`config.mk`:
```
export PLATFORM = sky130hd
export DESIGN_NAME = mem_port_arbiter
export DESIGN_NICKNAME = d
export VERILOG_FILES = /design/src/rtl/mem_port_arbiter.sv
export SDC_FILE = /design/constraint.sdc
export NUM_CORES = 1
export LEC_CHECK = 0
export ABC_AREA = 1
export CAP_MARGIN = 20
export CORE_UTILIZATION = 37
export DETAILED_ROUTE_END_ITERATION = 6
export PLACE_DENSITY = 0.77
export RECOVER_POWER = 25
export SETUP_SLACK_MARGIN = 0.3
export SLEW_MARGIN = 20
export SYNTH_ARGS = -nofsm -noshare
export SYNTH_HDL_FRONTEND = slang
export SYNTH_SLANG_ARGS = --single-unit
```
`constraint.sdc`:
```
create_clock -name clk_i -period 1.4 [get_ports clk_i]
set_clock_uncertainty 0.1 [all_clocks]
set_input_delay 0.28 -clock clk_i [delete_from_list [all_inputs] [get_ports clk_i]]
set_output_delay 0.28 -clock clk_i [all_outputs]
set_load 0.02 [all_outputs]
```
`src/rtl/mem_port_arbiter.sv`:
```
// mem_port_arbiter: shares one word-wide memory port between fetch (IF) and
// data memory (DM); one transaction at a time, data has fixed priority.
//
// Ports:
//   clk_i, rst_i          clock, synchronous active-high reset
//   if_req_i, if_addr_i   fetch request (held until if_ready_o)
//   if_rdata_o            fetched word, valid with if_ready_o
//   if_ready_o            one-cycle fetch completion pulse
//   if_stall_o            if_req_i && !if_ready_o
//   dm_req_i, dm_we_i     data request, write enable
//   dm_be_i, dm_addr_i    byte enables, byte address
//   dm_wdata_i            write data
//   dm_rdata_o            read word, valid with dm_ready_o
//   dm_ready_o            one-cycle data completion pulse (reads and writes)
//   dm_stall_o            dm_req_i && !dm_ready_o
//   mem_req_o .. mem_wdata_o  registered memory request, held until ack
//   mem_ack_i, mem_rdata_i    memory completion and read data
//   conflict_cnt_o        saturating count of cycles where both were eligible
module mem_port_arbiter #(
    parameter int CNT_W = 16
) (
    input  logic             clk_i,
    input  logic             rst_i,
    input  logic             if_req_i,
    input  logic [31:0]      if_addr_i,
    output logic [31:0]      if_rdata_o,
    output logic             if_ready_o,
    output logic             if_stall_o,
    input  logic             dm_req_i,
    input  logic             dm_we_i,
    input  logic [3:0]       dm_be_i,
    input  logic [31:0]      dm_addr_i,
    input  logic [31:0]      dm_wdata_i,
    output logic [31:0]      dm_rdata_o,
    output logic             dm_ready_o,
    output logic             dm_stall_o,
    output logic             mem_req_o,
    output logic             mem_we_o,
    output logic [3:0]       mem_be_o,
    output logic [31:0]      mem_addr_o,
    output logic [31:0]      mem_wdata_o,
    input  logic             mem_ack_i,
    input  logic [31:0]      mem_rdata_i,
    output logic [CNT_W-1:0] conflict_cnt_o
);

    typedef enum logic [1:0] {
        IDLE    = 2'd0,
        BUSY_IF = 2'd1,
        BUSY_DM = 2'd2
    } state_t;

    state_t state_q;
    state_t state_d;

    logic             mem_req_d;
    logic             mem_we_d;
    logic [3:0]       mem_be_d;
    logic [31:0]      mem_addr_d;
    logic [31:0]      mem_wdata_d;
    logic             if_ready_d;
    logic             dm_ready_d;
    logic [31:0]      if_rdata_d;
    logic [31:0]      dm_rdata_d;
    logic [CNT_W-1:0] cnt_d;

    logic if_elig;
    logic dm_elig;
    logic cnt_full;

    // A request seen in its own ready cycle is the stale copy of the one
    // just completed; masking it prevents a duplicate transaction.
    assign if_elig  = if_req_i && !if_ready_o;
    assign dm_elig  = dm_req_i && !dm_ready_o;
    assign cnt_full = &conflict_cnt_o;

    assign if_stall_o = if_req_i && !if_ready_o;
    assign dm_stall_o = dm_req_i && !dm_ready_o;

    always_comb begin
        state_d     = state_q;
        mem_req_d   = mem_req_o;
        mem_we_d    = mem_we_o;
        mem_be_d    = mem_be_o;
        mem_addr_d  = mem_addr_o;
        mem_wdata_d = mem_wdata_o;
        if_ready_d  = 1'b0;
        dm_ready_d  = 1'b0;
        if_rdata_d  = if_rdata_o;
        dm_rdata_d  = dm_rdata_o;
        cnt_d       = conflict_cnt_o;

        unique case (state_q)
            IDLE: begin
                // Data wins: the memory-stage instruction is older.
                if (dm_elig) begin
                    state_d     = BUSY_DM;
                    mem_req_d   = 1'b1;
                    mem_we_d    = dm_we_i;
                    mem_be_d    = dm_we_i ? dm_be_i : 4'b1111;
                    mem_addr_d  = {dm_addr_i[31:2], 2'b00};
                    mem_wdata_d = dm_wdata_i;
                    if (if_elig && !cnt_full) begin
                        cnt_d = conflict_cnt_o + CNT_W'(1);
                    end
                end else if (if_elig) begin
                    state_d    = BUSY_IF;
                    mem_req_d  = 1'b1;
                    mem_we_d   = 1'b0;
                    mem_be_d   = 4'b1111;
                    mem_addr_d = {if_addr_i[31:2], 2'b00};
                end
            end
            BUSY_IF: begin
                if (mem_ack_i) begin
                    state_d    = IDLE;
                    mem_req_d  = 1'b0;
                    if_rdata_d = mem_rdata_i;
                    if_ready_d = 1'b1;
                end
            end
            BUSY_DM: begin
                if (mem_ack_i) begin
                    state_d    = IDLE;
                    mem_req_d  = 1'b0;
                    dm_rdata_d = mem_rdata_i;
                    dm_ready_d = 1'b1;
                end
            end
            default: begin
                state_d   = IDLE;
                mem_req_d = 1'b0;
            end
        endcase
    end

    always_ff @(posedge clk_i) begin
        if (rst_i) begin
            state_q        <= IDLE;
            mem_req_o      <= 1'b0;
            mem_we_o       <= 1'b0;
            mem_be_o       <= 4'b0000;
            mem_addr_o     <= 32'h0;
            mem_wdata_o    <= 32'h0;
            if_ready_o     <= 1'b0;
            dm_ready_o     <= 1'b0;
            if_rdata_o     <= 32'h0;
            dm_rdata_o     <= 32'h0;
            conflict_cnt_o <= '0;
        end else begin
            state_q        <= state_d;
            mem_req_o      <= mem_req_d;
            mem_we_o       <= mem_we_d;
            mem_be_o       <= mem_be_d;
            mem_addr_o     <= mem_addr_d;
            mem_wdata_o    <= mem_wdata_d;
            if_ready_o     <= if_ready_d;
            dm_ready_o     <= dm_ready_d;
            if_rdata_o     <= if_rdata_d;
            dm_rdata_o     <= dm_rdata_d;
            conflict_cnt_o <= cnt_d;
        end
    end

endmodule

```
# After elaboration in Yosys (flattened, before gate mapping)
# Index checks and enable logic that the tools add are counted.
# word_totals
input_bits	138
ramBits	0
latch_bits	0
wordCells	52
reg_bits	154
memories	0
output_inout_bits	154
romBits	0
# op_classes
magnitude_cmp	0
div	0
multipliers	0
reduce_logical	18
mux	16
eq_ne	4
addsub	1
n_shift	0
n_bitwise	2
# op_table
operator	count
$mux W32	2
$add A16 B1 Y16 const B	1
$reduce_and A16 Y1	1
$mux W4	3
$reduce_and A2 Y1	5
$mux W1	6
$mux W2	3
$reduce_or A2 Y1	3
$pmux W2 S2	1
$logic_and A1 B1 Y1	3
$logic_not A1 Y1	3
$ne A3 B3 Y1 const B	1
$reduce_and A3 Y1	1
$eq A2 B1 Y1 const B	1
$eq A2 B2 Y1 const B	1
$logic_not A2 Y1	1
$ne A2 B1 Y1 const B	1
$not A1 Y1	2
$pmux W1 S2	1
$reduce_bool A2 Y1	1

# Longest topological paths before layout
# logic_depth
word_depth	5
ltp_mapped	10
depth_no_buf	10

# Worst setup path after synthesis
# OpenSTA, ideal clock, no wires.
# synth_path
kind	flip-flop to flip-flop
startpoint	reg conflict_cnt_o[0]
endpoint	reg conflict_cnt_o[15]
n_path_buf	1
t_arrival_ns	1.452
t_required_ns	1.185
period_less_slack_ns	1.667
setup_time_ns	0.115
path_stages_with_launch	10
path_slack_ns	-0.267
path_cell_list	dfxtp_1 > ha_1 > nand2_1 > nor2_1 > nand2_2 > nor2_4 > nor2_4 > buf_6 > a21oi_1 > nor2_1
# synth_via
elab_chain_len	4
elab_cells_between_ends	5
cone_classes	add/sub: 1; reduce/logical: 4
# synth_lines
item	line_no	source
from (decl)	44	output logic [CNT_W-1:0] conflict_cnt_o
from (signal assigned)	161	conflict_cnt_o <= cnt_d;
branches (longest 4 deep; another with $add A16 B1 Y16)	--	
# Several ways; the timed one is not identified.
# A chain may end at the register's enable or synchronous reset.

# Final worst setup path
# layout_path
startpoint	reg conflict_cnt_o[1]
endpoint	reg conflict_cnt_o[3]
# The elaborated chain is that of the path after synthesis.

==> impl_metrics.csv <==
group,metric,value,unit
run_status,status,"finished, violations left",
run_status,failed_checks,"setup timing",
placed_design,hpwl,12970,um
synth,synth_compound_area_share,15.06,%
route,ant_nets,0,
clock_network,cts_made_buffers,17,
synth,synthCells,810,
setup_path,critPathRequiredTime,1.63,ns
synth,synth-seq-cells,152,
min_path,min_path_cells,3,
route,vias,7390,
sta,post-route-period-util,119.6,%
pwr,p_total,14.14,mW
setup_path,r2r-start,"conflict_cnt_o[1]$_SDFFE_PP0P_",
pwr,power_density,1107,mW/mm^2
synth,seq_area_frac_synth,51.31,%
route,vias_per_cell,5.136,
clock_network,clk_latency,0.41,ns
sta,period_needed,1.675,ns
sta,holdWs,0.3236,ns
sta,setup_viol,130,
layout,areaGrowthSynthToFinish,115.3,%
setup_path,cp-startpoint,"conflict_cnt_o[1]$_SDFFE_PP0P_",
synth,syn-cell-area,0.005931,mm^2
sta,max_freq,0.5970,GHz
synth,ys_warn_count,0,
clock_network,cts_tree,"done",
die,rows,45,
pwr,ir_drop,0.9071,mV
layout,design_area,0.01277,mm^2
global_routing,antenna_found_initial,0,
layout,drive_gt1_share,57.17,%
die,start_util,38.44,%
setup_path,path_class,"register to register",
synth,synth_xor_area_share,0,%
die,die_x,128.6,um
sta,finalMaxSlewViolations,0,
layout,insertedDiodeCount,0,
flow_run,maxCapViolCount,0,
clock_network,ctsHoldBuffers,0,
sta,rsz0062_at_grt,"yes",
pwr,pwr-share-seq,36.0,%
synth,netlist.area_leader.share,51.31,%
placed_design,placed_area,0.009489,mm^2
pwr,swShare,31.18,%
pwr,internal_power,9.730,mW
die,die_h,128.6,um
setup_path,path_max_fanout,13,
route,wl_per_cell,18.92,um
route,routed_wl,27220,um
global_routing,grt_usage,24.21,%
synth,synthMuxAreaShare,0,%
layout,final_util,82.78,%
placed_design,port_buffers,285,
route,drt_first_pass_iters,5,
pwr,p_leak,5.476,nW
synth,synth_top_family_by_area,"simple AND/OR/NAND/NOR gates",
setup_path,r2r-end,"conflict_cnt_o[3]$_SDFFE_PP0P_",
route,drt_iter0_markers,513,
synth,avgSynthCellArea,7.322,um^2
die,num_io_pins,292,
synth,yosysUniqueCellTypes,24,
pwr,power_switching,4.408,mW
global_routing,overflow,0,
die,die_area,0.01654,mm^2
clock_network,clock_path_buffers,2,
synth,post-synth-top-area-cell,"dfxtp_1",
global_routing,grt_max_degree,66,
setup_path,worstSetupEndpointType,"register",
pwr,combPwrFrac,32.2,%
die,placeableCoreArea,0.01543,mm^2
setup_path,critPathLaunchType,"register",
synth,synth_fa_ha_area_share,0.8439,%
min_path,min_path_type,"primary input to register",
pwr,clockPowerShare,31.7,%
layout,layout.nets,1357,
setup_path,endpoint,"conflict_cnt_o[3]$_SDFFE_PP0P_",
route,post-route-drc-count,0,
setup_path,reg2reg_slack,-0.28,ns
synth,synth_simple_gate_area_share,26.01,%
clock_network,clockRootBuffer,"clkbuf_16",
global_routing,grt_pass1_vias,6237,
setup_path,r2r_cells,11,
sta,hold_violations,0,
global_routing,grt_pass1_wl,31090,um
clock_network,cts_htree_levels,4,
sta,fin_setup_tns,-11.02,ns
clock_network,cts_sinks,152,
setup_path,critPathArrivalTime,1.90,ns
clock_network,clk_pin_slew,0.06,ns
sta,fin_ws,-0.2751,ns
synth,synth.area.top_cells,"dfxtp_1 (51%), nand2_1 (12%), nor2_1 (11%)",
placed_design,gp_congestion,0.7975,
-- layer usage --
layer	vias to the layer above	global-route usage (%)	part of all wire, %
met2	365	42.26	54
li1	3412	-	-
met5	-	0	0
met4	0	12.87	5.1
met3	98	6.445	6.1
met1	3515	26.96	35
-- power by group through the flow --
| stage | Sequential (mW) | Clock, mW | Combinational (mW) |
|---|---|---|---|
| 5_1_grt | 5.12 | 4.73 | 4.77 |
| 2_1_floorplan | 5.45 | 0 | 1.04 |
| 6_report | 5.10 | 4.49 | 4.56 |
| 3_3_place_gp | 4.98 | 0 | 2.90 |
| 3_5_place_dp | 4.99 | 0 | 2.93 |
| 4_1_cts | 5.05 | 4.49 | 3.35 |
-- worst min path at each step --
stage	start	endpoint	slack (ns)
final	dm_addr_i[7]	mem_addr_o[7]$_SDFFE_PP0P_	0.32
after CTS	dm_wdata_i[20]	mem_wdata_o[20]$_SDFFE_PP0P_	0.29
after floorplan	dm_wdata_i[21]	mem_wdata_o[21]$_SDFFE_PP0P_	0.32
after detailed placement	mem_wdata_o[23]$_SDFFE_PP0P_	mem_wdata_o[23]$_SDFFE_PP0P_	0.35
after global routing	dm_wdata_i[5]	mem_wdata_o[5]$_SDFFE_PP0P_	0.32
after global placement	dm_rdata_o[0]$_SDFFE_PP0P_	dm_rdata_o[0]$_SDFFE_PP0P_	0.35
-- cell usage after synthesis --
master and n:
nor2_2 4, ha_1 4, o21ai_0 94, nand3_2 1, or2_2 1, nor2_1 167, buf_2 12, a31oi_1 30
buf_6 3, nor2_4 2, nand2_1 188, clkbuf_1 33, a21oi_1 43, and2_1 1, nand3_1 22, o21ai_1 4
buf_4 3, dfxtp_1 152, nand2_2 2, inv_1 38, clkinv_1 2, inv_2 2, nand3_4 1, conb_1 1
-- layout make-up --
cell class	count	area (um^2)
timing repair buffer	436	4725
multi-input combinational	566	3711
tap	211	264.0
clock inverter	9	91.34
sequential	152	3271
fill	898	2656
clock buffer	23	478.0
inverter	42	231.5
-- critical path, stage by stage, from the launching register on --
cell     delay (ns)
dfxtp_4        0.36
ha_4           0.18
nand2_4        0.08
nor2_2         0.05
nand2_2        0.10
nor2_4         0.05
nor2_4         0.19
buf_12         0.17
nand2_2        0.05
nand2_1        0.06
inv_1          0.05
nor2_1         0.15
-- metrics by stage --
stage | std cells | setup WS (ns)
6_report | 1439 | -0.2751
4_1_cts | 1360 | -0.08715
3_5_place_dp | 1304 | -0.6104
5_1_grt | 1439 | -0.3236
2_1_floorplan | 811 | -0.05481
3_3_place_gp | 1304 | -0.6100
-- state kept, by name, summed over array words and instances, names as in the netlist --
signal and cells:
dm_rdata_o 32, mem_we_o 1, mem_req_o 1, mem_be_o 4
dm_ready_o 1, mem_addr_o 30, conflict_cnt_o 16, if_rdata_o 32
if_ready_o 1, state_q 2, mem_wdata_o 32
-- cell usage in the layout (no fill, tap or decap), types with 5 or more instances in the layout --
| cell type | n |
|---|---|
| nand2_2 | 11 |
| buf_8 | 5 |
| o21ai_2 | 21 |
| nand3_2 | 10 |
| a31oi_1 | 26 |
| clkdlybuf4s50_1 | 132 |
| dfxtp_2 | 128 |
| buf_12 | 16 |
| nor2_4 | 55 |
| nor2_1 | 95 |
| nand2_1 | 139 |
| inv_1 | 28 |
| buf_6 | 163 |
| a21oi_2 | 38 |
| dfxtp_1 | 6 |
| o21ai_0 | 53 |
| o21ai_1 | 22 |
| clkbuf_16 | 28 |
| nor2_2 | 23 |
| buf_4 | 103 |
| nand2_4 | 37 |
| dfxtp_4 | 18 |
| nand3_1 | 12 |
-- cell families after synthesis --
logic type / after synthesis
AOI/OAI and AO/OA: 171
other: 1
and+or+nand+nor: 389
adders and majority gates: 4
DFF: 152
buffers and inverters: 93
-- repair_timing --
action,4_1_cts,5_1_grt
resized for setup,1122,283
setup buffers,20,65
pin swaps,26,39
gates cloned,4,14
endpoints found under the setup margin,304,304
Note: power is estimated with default switching activity, not from simulation.
